$ cat config.mk
export PLATFORM = sky130hd
export DESIGN_NAME = bennett_clock_monitor
export DESIGN_NICKNAME = d
export VERILOG_FILES = /design/src/rtl/bennett_clock_monitor.sv
export SDC_FILE = /design/constraint.sdc
export NUM_CORES = 1
export LEC_CHECK = 0
export CAP_MARGIN = 10
export CORE_MARGIN = 2
export CORE_UTILIZATION = 50
export CTS_BUF_LIST = sky130_fd_sc_hd__clkbuf_4
export DETAILED_ROUTE_END_ITERATION = 8
export PLACE_DENSITY_LB_ADDON = 0.15
export REMOVE_ABC_BUFFERS = 1
export SYNTH_ARGS = -nofsm -noshare
export SYNTH_HDL_FRONTEND = slang
export SYNTH_SLANG_ARGS = --single-unit
$ cat constraint.sdc
create_clock -name clk -period 11.95 [get_ports clk]
set_input_delay 3.585 -clock clk [delete_from_list [all_inputs] [get_ports clk]]
set_output_delay 3.585 -clock clk [all_outputs]
set_load 0.05 [all_outputs]
$ cat src/rtl/bennett_clock_monitor.sv
// Bennett ramp-clock rail checker: two-stage sample/decode, lock FSM, sticky protocol errors.
// Define BCLK_MON_STATS_EN to build the frame_count / err_count statistics counters.
module bennett_clock_monitor #(
    parameter int WIDTH = 11,
    parameter int LW    = $clog2(WIDTH + 1)
) (
    input  logic             clk,
    input  logic             reset,
    input  logic [WIDTH-1:0] clkp,
    input  logic [WIDTH-1:0] clkn,
    input  logic             err_clr,
    output logic [LW-1:0]    level,
    output logic             rising,
    output logic             peak,
    output logic             frame_done,
    output logic             locked,
    output logic             err_rail,
    output logic             err_therm,
    output logic             err_step,
    output logic [15:0]      frame_count,
    output logic [7:0]       err_count
);
    localparam logic [WIDTH-1:0] W_ONE = WIDTH'(1);
    localparam logic [LW-1:0]    L_ONE = LW'(1);
    localparam logic [LW-1:0]    L_MAX = LW'(WIDTH);

    typedef enum logic [1:0] {UNLOCKED, RISE, FALL} state_t;
    state_t state;

    logic [WIDTH-1:0] p_q, n_q;
    logic             s1_vld;
    logic             rail_ok, therm_ok, smp_ok;
    logic [LW-1:0]    ones, exp_lvl;
    logic             hit, new_rail, new_therm, new_step, top_evt, bot_evt;

    // s1_vld keeps the reset image of p_q/n_q (a legal level 0) from being taken as a lock sample.
    always_ff @(posedge clk or posedge reset) begin
        if (reset) begin
            p_q    <= '0;
            n_q    <= '1;
            s1_vld <= 1'b0;
        end else begin
            p_q    <= clkp;
            n_q    <= clkn;
            s1_vld <= 1'b1;
        end
    end

    always_comb begin
        rail_ok  = (n_q == ~p_q);
        therm_ok = ((p_q & (p_q + W_ONE)) == '0);
        ones     = '0;
        for (int i = 0; i < WIDTH; i++)
            ones = ones + {{(LW-1){1'b0}}, p_q[i]};
        exp_lvl  = (state == FALL) ? level - L_ONE : level + L_ONE;
    end

    assign smp_ok    = rail_ok && therm_ok;
    assign new_rail  = s1_vld && !rail_ok;
    assign new_therm = s1_vld && !therm_ok;
    assign hit       = s1_vld && smp_ok && (ones == exp_lvl);
    assign new_step  = s1_vld && smp_ok && (state != UNLOCKED) && (ones != exp_lvl);
    assign top_evt   = (state == RISE) && hit && (ones == L_MAX);
    assign bot_evt   = (state == FALL) && hit && (ones == '0);

    always_ff @(posedge clk or posedge reset) begin
        if (reset) begin
            state      <= UNLOCKED;
            level      <= '0;
            rising     <= 1'b0;
            peak       <= 1'b0;
            frame_done <= 1'b0;
            locked     <= 1'b0;
            err_rail   <= 1'b0;
            err_therm  <= 1'b0;
            err_step   <= 1'b0;
        end else begin
            peak       <= 1'b0;
            frame_done <= 1'b0;
            // A fresh error in the clear cycle still leaves its flag set.
            err_rail   <= (err_rail  && !err_clr) || new_rail;
            err_therm  <= (err_therm && !err_clr) || new_therm;
            err_step   <= (err_step  && !err_clr) || new_step;
            if (s1_vld && smp_ok)
                level <= ones;
            if (s1_vld) begin
                case (state)
                    UNLOCKED: begin
                        if (smp_ok && ones == '0) begin
                            state  <= RISE;
                            locked <= 1'b1;
                            rising <= 1'b1;
                        end
                    end
                    RISE: begin
                        if (top_evt) begin
                            state  <= FALL;
                            rising <= 1'b0;
                            peak   <= 1'b1;
                        end else if (!hit) begin
                            state  <= UNLOCKED;
                            locked <= 1'b0;
                            rising <= 1'b0;
                        end
                    end
                    FALL: begin
                        if (bot_evt) begin
                            state      <= RISE;
                            rising     <= 1'b1;
                            frame_done <= 1'b1;
                        end else if (!hit) begin
                            state  <= UNLOCKED;
                            locked <= 1'b0;
                            rising <= 1'b0;
                        end
                    end
                    default: begin
                        state  <= UNLOCKED;
                        locked <= 1'b0;
                        rising <= 1'b0;
                    end
                endcase
            end
        end
    end

`ifdef BCLK_MON_STATS_EN
    logic any_err;
    assign any_err = new_rail || new_therm || new_step;

    always_ff @(posedge clk or posedge reset) begin
        if (reset) begin
            frame_count <= '0;
            err_count   <= '0;
        end else begin
            if (bot_evt)
                frame_count <= frame_count + 16'd1;
            if (err_clr)
                err_count <= {7'd0, any_err};
            else if (any_err && err_count != 8'hFF)
                err_count <= err_count + 8'd1;
        end
    end
`else
    assign frame_count = '0;
    assign err_count   = '0;
`endif

endmodule
---- After elaboration in Yosys (flattened, before gate mapping) ----
Index checks and enable logic that the tools add are counted.
storage, ports and cells
  bits of input ports ..................... 25
  output and inout bits ................... 35
  word-level logic and storage cells ...... 84
  bits in registers ....................... 36
operators by class
  add/sub/neg operators ................... 13
  reductions and logical operators ........ 27
  multiplexer cells ....................... 21
  bitwise operators ....................... 2
  equal/unequal tests ..................... 9
operators with widths
  kind                                                                count
  4-bit by 1-bit adder with 4-bit output                              7
  1-bit logical AND                                                   15
  1-bit two-way mux                                                   13
  11-bit by 1-bit adder with 11-bit output, second input constant     1
  11-bit AND                                                          1
  11-bit equality test                                                1
  11-bit logical NOT                                                  1
  11-bit inverter                                                     1
  2-bit two-way mux                                                   4
  2-bit inequality test, second input constant                        3
  1-bit case mux with 3 select lines                                  2
  2-bit case mux with 3 select lines                                  1
  3-bit by 1-bit adder with 4-bit output                              1
  4-bit by 1-bit adder with 4-bit output, second input constant       1
  4-bit equality test                                                 1
  4-bit equality test, second input constant                          1
  4-bit logical NOT                                                   1
  4-bit two-way mux                                                   1
  4-bit inequality test                                               1
  4-bit AND reduction                                                 1
  4-bit by 1-bit subtractor with 4-bit output, second input constant  1
  2-bit by 1-bit adder with 3-bit output                              1
  1-bit logical NOT                                                   3
  1-bit logical OR                                                    3
  other kinds (6)                                                     6

---- Depth between registers and ports, before layout ----
Gate-level depths: netlist of the first run.
  depth after elaboration ................. 17
  gate-level depth with buffers ........... 13
  mapped depth without buffers ............ 13

---- Worst setup path after synthesis of the first run ----
No wires, ideal clock.
  kind .................................... register to register
  from .................................... reg p_q[0]
  to ...................................... reg state[1]
  cell stages (with the launch flop) ...... 13
  buffers on the path ..................... 0
  period minus slack after synthesis ...... 4.303 ns
  setup time .............................. 0.076 ns
  arrival time ............................ 4.227 ns
  path slack .............................. 7.647 ns
  data required time ...................... 11.874 ns
  path through ............................ dfrtp_1 fa_1 fa_1 inv_1 fa_1 fa_1 fa_1 xnor2_1 nand4_1 o41ai_2 nand2_2 or4_1 o21ai_1
between the ends
  word-level cells in the longest chain between the ends .. 16
  elaborated cells between the ends (all ways) .. 32
ends and longest elaborated chain
  what                                                      RTL line  RTL
  start: declaration                                        30        logic [WIDTH-1:0] p_q, n_q;
  start signal: assignment                                  43        p_q <= clkp;
  1-bit by 1-bit adder with 2-bit output                    54        ones = ones + {{(LW-1){1'b0}}, p_q[i]};
  2-bit by 1-bit adder with 3-bit output                    54
  3-bit by 1-bit adder with 4-bit output                    54
  4-bit by 1-bit adder with 4-bit output (7 in a row)       54
  4-bit equality test                                       61        assign hit = s1_vld && smp_ok && (ones == exp_lvl);
  1-bit logical AND                                         61
  1-bit logical AND, on equally long branches (2 in a row)  64, 63
  2-bit two-way mux, on equally long branches               107, 96
  2-bit case mux with 3 select lines                        87        case (state)
  end signal: assignment                                    68        state <= UNLOCKED;
  end signal: assignment                                    90        state <= RISE;
  end signal: assignment                                    108       state <= RISE;
  end: declaration                                          28        state_t state;
Several ways; a longest one is shown, not always the timed one.
A chain may end at the register's enable or synchronous reset.

---- Worst setup path after layout of the first run ----
  from .................................... reg level[0]
  to ...................................... out level[0]
RTL lines
  what                      RTL line  RTL
  start: declaration        12        output logic [LW-1:0] level,
  start signal: assignment  85        level <= ones;
No word-level cell between the ends.

==> flow_summary_export.csv, run 1 <==
group,metric,value,unit
logic_synthesis,synth-async-reset-ratio,1.000,
worst_hold_path,min_from,"err_therm",
clock_network,insertion_delay,0.33,ns
power_and_ir_drop,vdd_drop_max,0.07071,mV
worst_hold_path,hp-class,"reg -> reg",
clock_network,clkTransAtPathRegs,0.11,ns
clock_network,cts.sink_count,36,
floorplanning,dieWidth,70.18,um
route,drt-total-wl,3.647,mm
flow_run,cap_violations,0,
placement,gp_congestion,0.8203,
clock_network,clockRootBuffer,"clkbuf_4",
setup_path,r2r_start,"p_q[3]",
setup_path,worst-path-buf-inv,1,
cells_and_area,drive_gt1_frac,0.1435,
timing,setup_viol,0,
route,dr_total_vias,1421,
setup_path,slowest_stage,"clkdlybuf4s50_1",
clock_network,cts_max_level,2,
setup_path,crit_type,"reg -> out",
setup_path,crit_family,"buffers and inverters",
cells_and_area,layout.nets,278,
logic_synthesis,synth_cells,194,
timing,slew_headroom,0.5326,
floorplanning,dieArea,4925,um^2
logic_synthesis,ys.flop_type,"dfrtp_1",
floorplanning,start_util,0.5099,
route,drtIter0Drc,69,
setup_path,critPathCaptureType,"primary output",
route,postRouteAntennaNets,0,
global_routing,antenna_found_initial,0,
placement,port_buffers,35,
route,viasPerCell,4.917,
route,drcViolationCount,0,
logic_synthesis,synth_cell_type_count,46,
timing,max_slew.worst_pin.slew,0.6978,ns
placement,hpwl,2.877,mm
route,wl_per_cell,12.62,um
setup_path,critPathLaunch,"level[0]",
timing,period_share,0.4364,
logic_synthesis,synth-seq-area-share,0.4177,
global_routing,grt_pass1_wl,6.375,mm
timing,rsz0062_at_grt,"no",
global_routing,overflow,0,
setup_path,cp.arrival,1.63,ns
clock_network,cts_resized,0,
logic_synthesis,avgSynthCellArea,11.29,um^2
timing,min_period,5.215,ns
floorplanning,io_pins,60,
status,outcome,"finished, final reports clean",
floorplanning,rows,24,
global_routing,grtUsageTotal,0.1646,
setup_path,critPathLaunchType,"register",
floorplanning,core,4294,um^2
timing,final.setup.tns,0,ns
logic_synthesis,yosys_warnings,0,
cells_and_area,area_growth,17.60,%
clock_network,postCtsSetupRepairBufs,0,
setup_path,worstPathMaxFanout,5,
route,drt-pass1-iter-count,6,
timing,finClkSkew,0.01374,ns
logic_synthesis,ys_seq_elements,36,
cells_and_area,antenna_cells,0,
timing,hold_ws,0.5195,ns
global_routing,grt_max_degree,37,
setup_path,required,8.37,ns
clock_network,numCtsBuffers,5,
timing,hold_violations,0,
logic_synthesis,netlist_area,2190,um^2
clock_network,hold_buffers,0,
clock_network,cts_tree,"yes",
clock_network,clockBufferDepth,2,
timing,clock.fmax,0.1918,GHz
setup_path,crit_path_max_incr_delay,0.84,ns
global_routing,grt_pass1_vias,1387,
power_and_ir_drop,powerDensity,137.1,nW/um^2
setup_path,crit_path_cell_trace,"clkdlybuf4s50_1",
logic_synthesis,synth_edf_count,0,
power_and_ir_drop,leakagePower,0.001138,uW
floorplanning,fp.dieH,70.18,um
timing,slew_viol_final,0,
[worst register-to-register path: cells and delay by family, from the launching register on]
family	cells	cell delay [ns]
AO/OA/AOI/OAI	1	0.08
XOR/XNOR	2	0.46
adder cells (fa/ha/maj)	5	2.31
buffers and inverters	1	0.05
flip-flops	1	0.51
AND/OR/NAND/NOR	3	1.22
[layout by cell type (no fill, tap or decap), types with 4 or more instances in the layout]
master / netlist / routed
dfstp_2: 11 / 11
a21oi_1: 7 / 7
nand4_1: 5 / 5
ha_1: 9 / 9
clkdlybuf4s50_1: 0 / 35
nor4_1: 4 / 4
inv_1: 22 / 22
fa_1: 8 / 8
nor2_1: 9 / 9
conb_1: 2 / 25
xnor2_1: 18 / 18
dfrtp_1: 25 / 25
clkbuf_4: 0 / 7
[sequential cells by signal, indices dropped and copies added (netlist names)]
| register | flops |
|---|---|
| n_q | 11 |
| locked | 1 |
| s1_vld | 1 |
| err_step | 1 |
| rising | 1 |
| err_rail | 1 |
| frame_done | 1 |
| p_q | 11 |
| state | 2 |
| peak | 1 |
| level | 4 |
| err_therm | 1 |
[report_power, final]
group | internal, uW | switching [uW]
logic | 55.4 | 91.8
clock network | 27.2 | 37.3
registers | 133 | 8.54
[cells by family (layout without fill, tap and decap cells)]
logic type               Yosys count  count (layout)  share of synthesized area
AO/OA/AOI/OAI                     30              30                     0.1149
XOR/XNOR                          20              20                    0.08000
adder cells (fa/ha/maj)           17              17                     0.1246
buffers and inverters             47              67                     0.1217
flip-flops                        36              36                     0.4177
multiplexers                       3               3                    0.01429
other                              2              25                   0.003430
AND/OR/NAND/NOR                   39              39                     0.1234
[cells in the mapped netlist, types with 3 or more instances]
cell type   n  area (um^2)
fa_1        8        160.2
nand3_1     3        15.01
inv_1      22        82.58
dfstp_2    11        289.0
dfrtp_1    25        625.6
xnor2_1    18        157.7
nand4_1     5        31.28
buf_4      24        180.2
a21oi_1     7        35.03
o21ai_1     3        15.01
ha_1        9        112.6
nor2_1      9        33.78
nor4_1      4        25.02
a21o_1      3        22.52
[stage by stage]
stage	cells	worst slack [ns]	cell area, um^2	total power [uW]	utilization
after detailed placement	281	7.100	2519	290.4	0.5865
after global routing	289	6.649	2575	378.4	0.5997
final	289	6.735	2575	353.0	0.5997
after floorplan	193	7.579	2096	255.8	-
after global placement	281	7.123	2519	288.4	0.5865
after CTS	289	6.710	2575	355.9	0.5997
[routing by layer]
metal / GRT usage / share of wire / up-vias
li1: - / - / 690
met5: 0 / 0 / -
met3: 0.04329 / 0.055 / 2
met4: 0.03205 / 0.0025 / 0
met1: 0.2078 / 0.43 / 674
met2: 0.2868 / 0.51 / 55
[layout make-up]
| type | count | area [um^2] |
|---|---|---|
| repair buffers | 36 | 357.8 |
| well taps | 52 | 65.06 |
| inverters | 23 | 86.33 |
| clock inverters | 1 | 3.754 |
| clock buffers | 7 | 52.55 |
| fillers | 381 | 1719 |
| flip-flops and latches | 36 | 914.6 |
| multi-input cells | 134 | 1095 |
[worst paths after layout]
kind | to | depth (start not counted) | slack (ns)
setup reg to reg | state[1] | 12 | 7.28
max in group asynchronous | n_q[9] | 3 | 7.96
hold reg to reg | err_therm | 1 | 0.52
hold / removal | err_therm | 1 | 0.52
min in group asynchronous | state[0] | 3 | 3.64
setup / recovery | level[0] | 1 | 6.74
(Power assumes the default switching activity.)
==> run 2, diff against run 1 <==
==> constraint.sdc (replaced) <==
create_clock -name clk -period 5 [get_ports clk]
set_input_delay 1.5 -clock clk [delete_from_list [all_inputs] [get_ports clk]]
set_output_delay 1.5 -clock clk [all_outputs]
set_load 0.05 [all_outputs]
==> flow_summary_export.csv, run 2 (synthesis gave the netlist of run 1 again) <==
group,metric,value,unit
setup_path,worstPathMaxFanout,5,
global_routing,grtUsageTotal,0.1753,
floorplanning,dieWidth,70.18,um
clock_network,cts.sink_count,36,
setup_path,crit_path_cell_trace,"fa_1 -> fa_1 -> inv_1 -> fa_1 -> fa_1 -> fa_1 -> xor2_1 -> xnor2_1 -> nor3_1 -> nand4_1 -> or4_1 -> o21ai_1",
placement,pre_cts_ws,0.4720,ns
placement,port_buffers,35,
setup_path,critPathLaunchType,"register",
global_routing,antenna_found_initial,0,
placement,place_inst,281,
floorplanning,dieArea,4925,um^2
power_and_ir_drop,vdd_drop_max,0.1652,mV
clock_network,cts_tree,"yes",
cells_and_area,final_cell_mix,"clkdlybuf4s50_1, conb_1, dfrtp_1, inv_1, xnor2_1",
setup_path,crit_type,"reg -> reg",
cells_and_area,layout.nets,278,
setup_path,cpMostUsedCell,"fa_1",
timing,finClkSkew,0.01556,ns
setup_path,cp.arrival,4.88,ns
route,viasPerCell,5.128,
cells_and_area,largestRegisters,"n_q x11, p_q x11, level x4",
timing,final.setup.tns,0,ns
clock_network,insertion_delay,0.35,ns
timing,rsz0062_at_grt,"no",
timing,hold_violations,0,
power_and_ir_drop,sw_frac_of_total,0.3828,
timing,period_share,0.9200,
global_routing,grt_pass1_vias,1468,
power_and_ir_drop,internal_power,553.6,uW
global_routing,grt_max_degree,37,
clock_network,cts_resized,0,
clock_network,clockBufferDepth,2,
global_routing,grt_pass1_wl,6.665,mm
floorplanning,core,4294,um^2
floorplanning,start_util,0.5099,
route,drcViolationCount,0,
power_and_ir_drop,comb_power_share,0.398,
cells_and_area,fillCellCount,364,
floorplanning,io_pins,60,
cells_and_area,final_common_cell,"clkdlybuf4s50_1",
clock_network,clkTransAtPathRegs,0.12,ns
global_routing,overflow,0,
route,drt-total-wl,3.852,mm
setup_path,required,5.28,ns
placement,hpwl,3.043,mm
setup_path,critPathCaptureType,"register",
cells_and_area,finalNonFillerCells,289,
cells_and_area,area_growth,18.46,%
route,wl_per_cell,13.33,um
clock_network,clockRootBuffer,"clkbuf_4",
cells_and_area,final_util,0.6040,
cells_and_area,multi_input_area,1095,um^2
flow_run,cap_violations,0,
timing,max_slew.worst_pin.slew,0.6449,ns
timing,clock.fmax,0.2174,GHz
power_and_ir_drop,powerDensity,345.8,nW/um^2
cells_and_area,antenna_cells,0,
route,drt-pass1-iter-count,4,
status,outcome,"finished, final reports clean",
power_and_ir_drop,switchingPower,343.4,uW
clock_network,postCtsSetupRepairBufs,0,
setup_path,crit_path_max_incr_delay,0.54,ns
timing,slew_viol_final,0,
timing,setup_viol,0,
route,drtIter0Drc,58,
power_and_ir_drop,leakagePower,0.001144,uW
cells_and_area,seqCellArea,914.6,um^2
setup_path,slowest_stage,"fa_1",
setup_path,worst-path-buf-inv,1,
clock_network,cts_max_level,2,
floorplanning,rows,24,
power_and_ir_drop,p_seq_frac,0.377,
route,dr_total_vias,1482,
cells_and_area,drive_gt1_frac,0.1392,
power_and_ir_drop,clkPwrFrac,0.224,
clock_network,hold_buffers,0,
floorplanning,fp.dieH,70.18,um
placement,gp_congestion,0.8117,
timing,setup_ws,0.3999,ns
route,postRouteAntennaNets,0,
timing,slew_headroom,0.5681,
timing,min_period,4.600,ns
clock_network,numCtsBuffers,5,
setup_path,crit_family,"adder cells",
worst_hold_path,hp-class,"reg -> reg",
## run 2: power by group through the flow
stage / registers (uW) / clock network (uW) / logic, uW
floorplan: 372 / 0 / 239
global placement: 344 / 0 / 350
detailed placement: 344 / 0 / 355
CTS: 339 / 206 / 357
global route: 342 / 223 / 388
finish: 338 / 201 / 357
## run 2: routing by layer
| metal | vias up | GRT usage | share of wire |
|---|---|---|---|
| met5 | - | 0 | 0 |
| met4 | 0 | 0.08333 | 0.024 |
| met3 | 10 | 0.03175 | 0.051 |
| met2 | 65 | 0.3090 | 0.53 |
| met1 | 716 | 0.2055 | 0.40 |
| li1 | 691 | - | - |
## run 2: worst paths after layout
path,start,to,slack (ns),cells after the start
max,p_q[0],state[1],0.40,12
min,err_therm,err_therm,0.51,1
max reg2reg,p_q[0],state[1],0.40,12
min reg2reg,err_therm,err_therm,0.51,1
max in group asynchronous,reset,n_q[6],3.11,3
min in group asynchronous,reset,err_step,1.53,3
## run 2: worst register-to-register path, cell delays in order, from the launching register on
cell     delay [ns]
dfrtp_1        0.46
fa_1           0.54
fa_1           0.52
inv_1          0.05
fa_1           0.44
fa_1           0.42
fa_1           0.44
xor2_1         0.33
xnor2_1        0.12
nor3_1         0.42
nand4_1        0.21
or4_1          0.49
o21ai_1        0.10
## run 2: cell type report
class,instances,area share
multi-input combinational,134,0.4221
timing repair buffer,36,0.1380
inverter,23,0.03329
sequential,36,0.3526
tap,52,0.02508
clock buffer,5,0.01447
clock inverter,3,0.01447
## run 2: per-stage QoR
stage	total power, uW	instance area (um^2)	hold WS (ns)
after floorplan	611.3	2096	0.5215
after global placement	694.1	2519	0.4799
after detailed placement	699.1	2519	0.4872
after CTS	902.9	2594	0.5150
after global routing	953.3	2594	0.5647
final	897.0	2594	0.5057
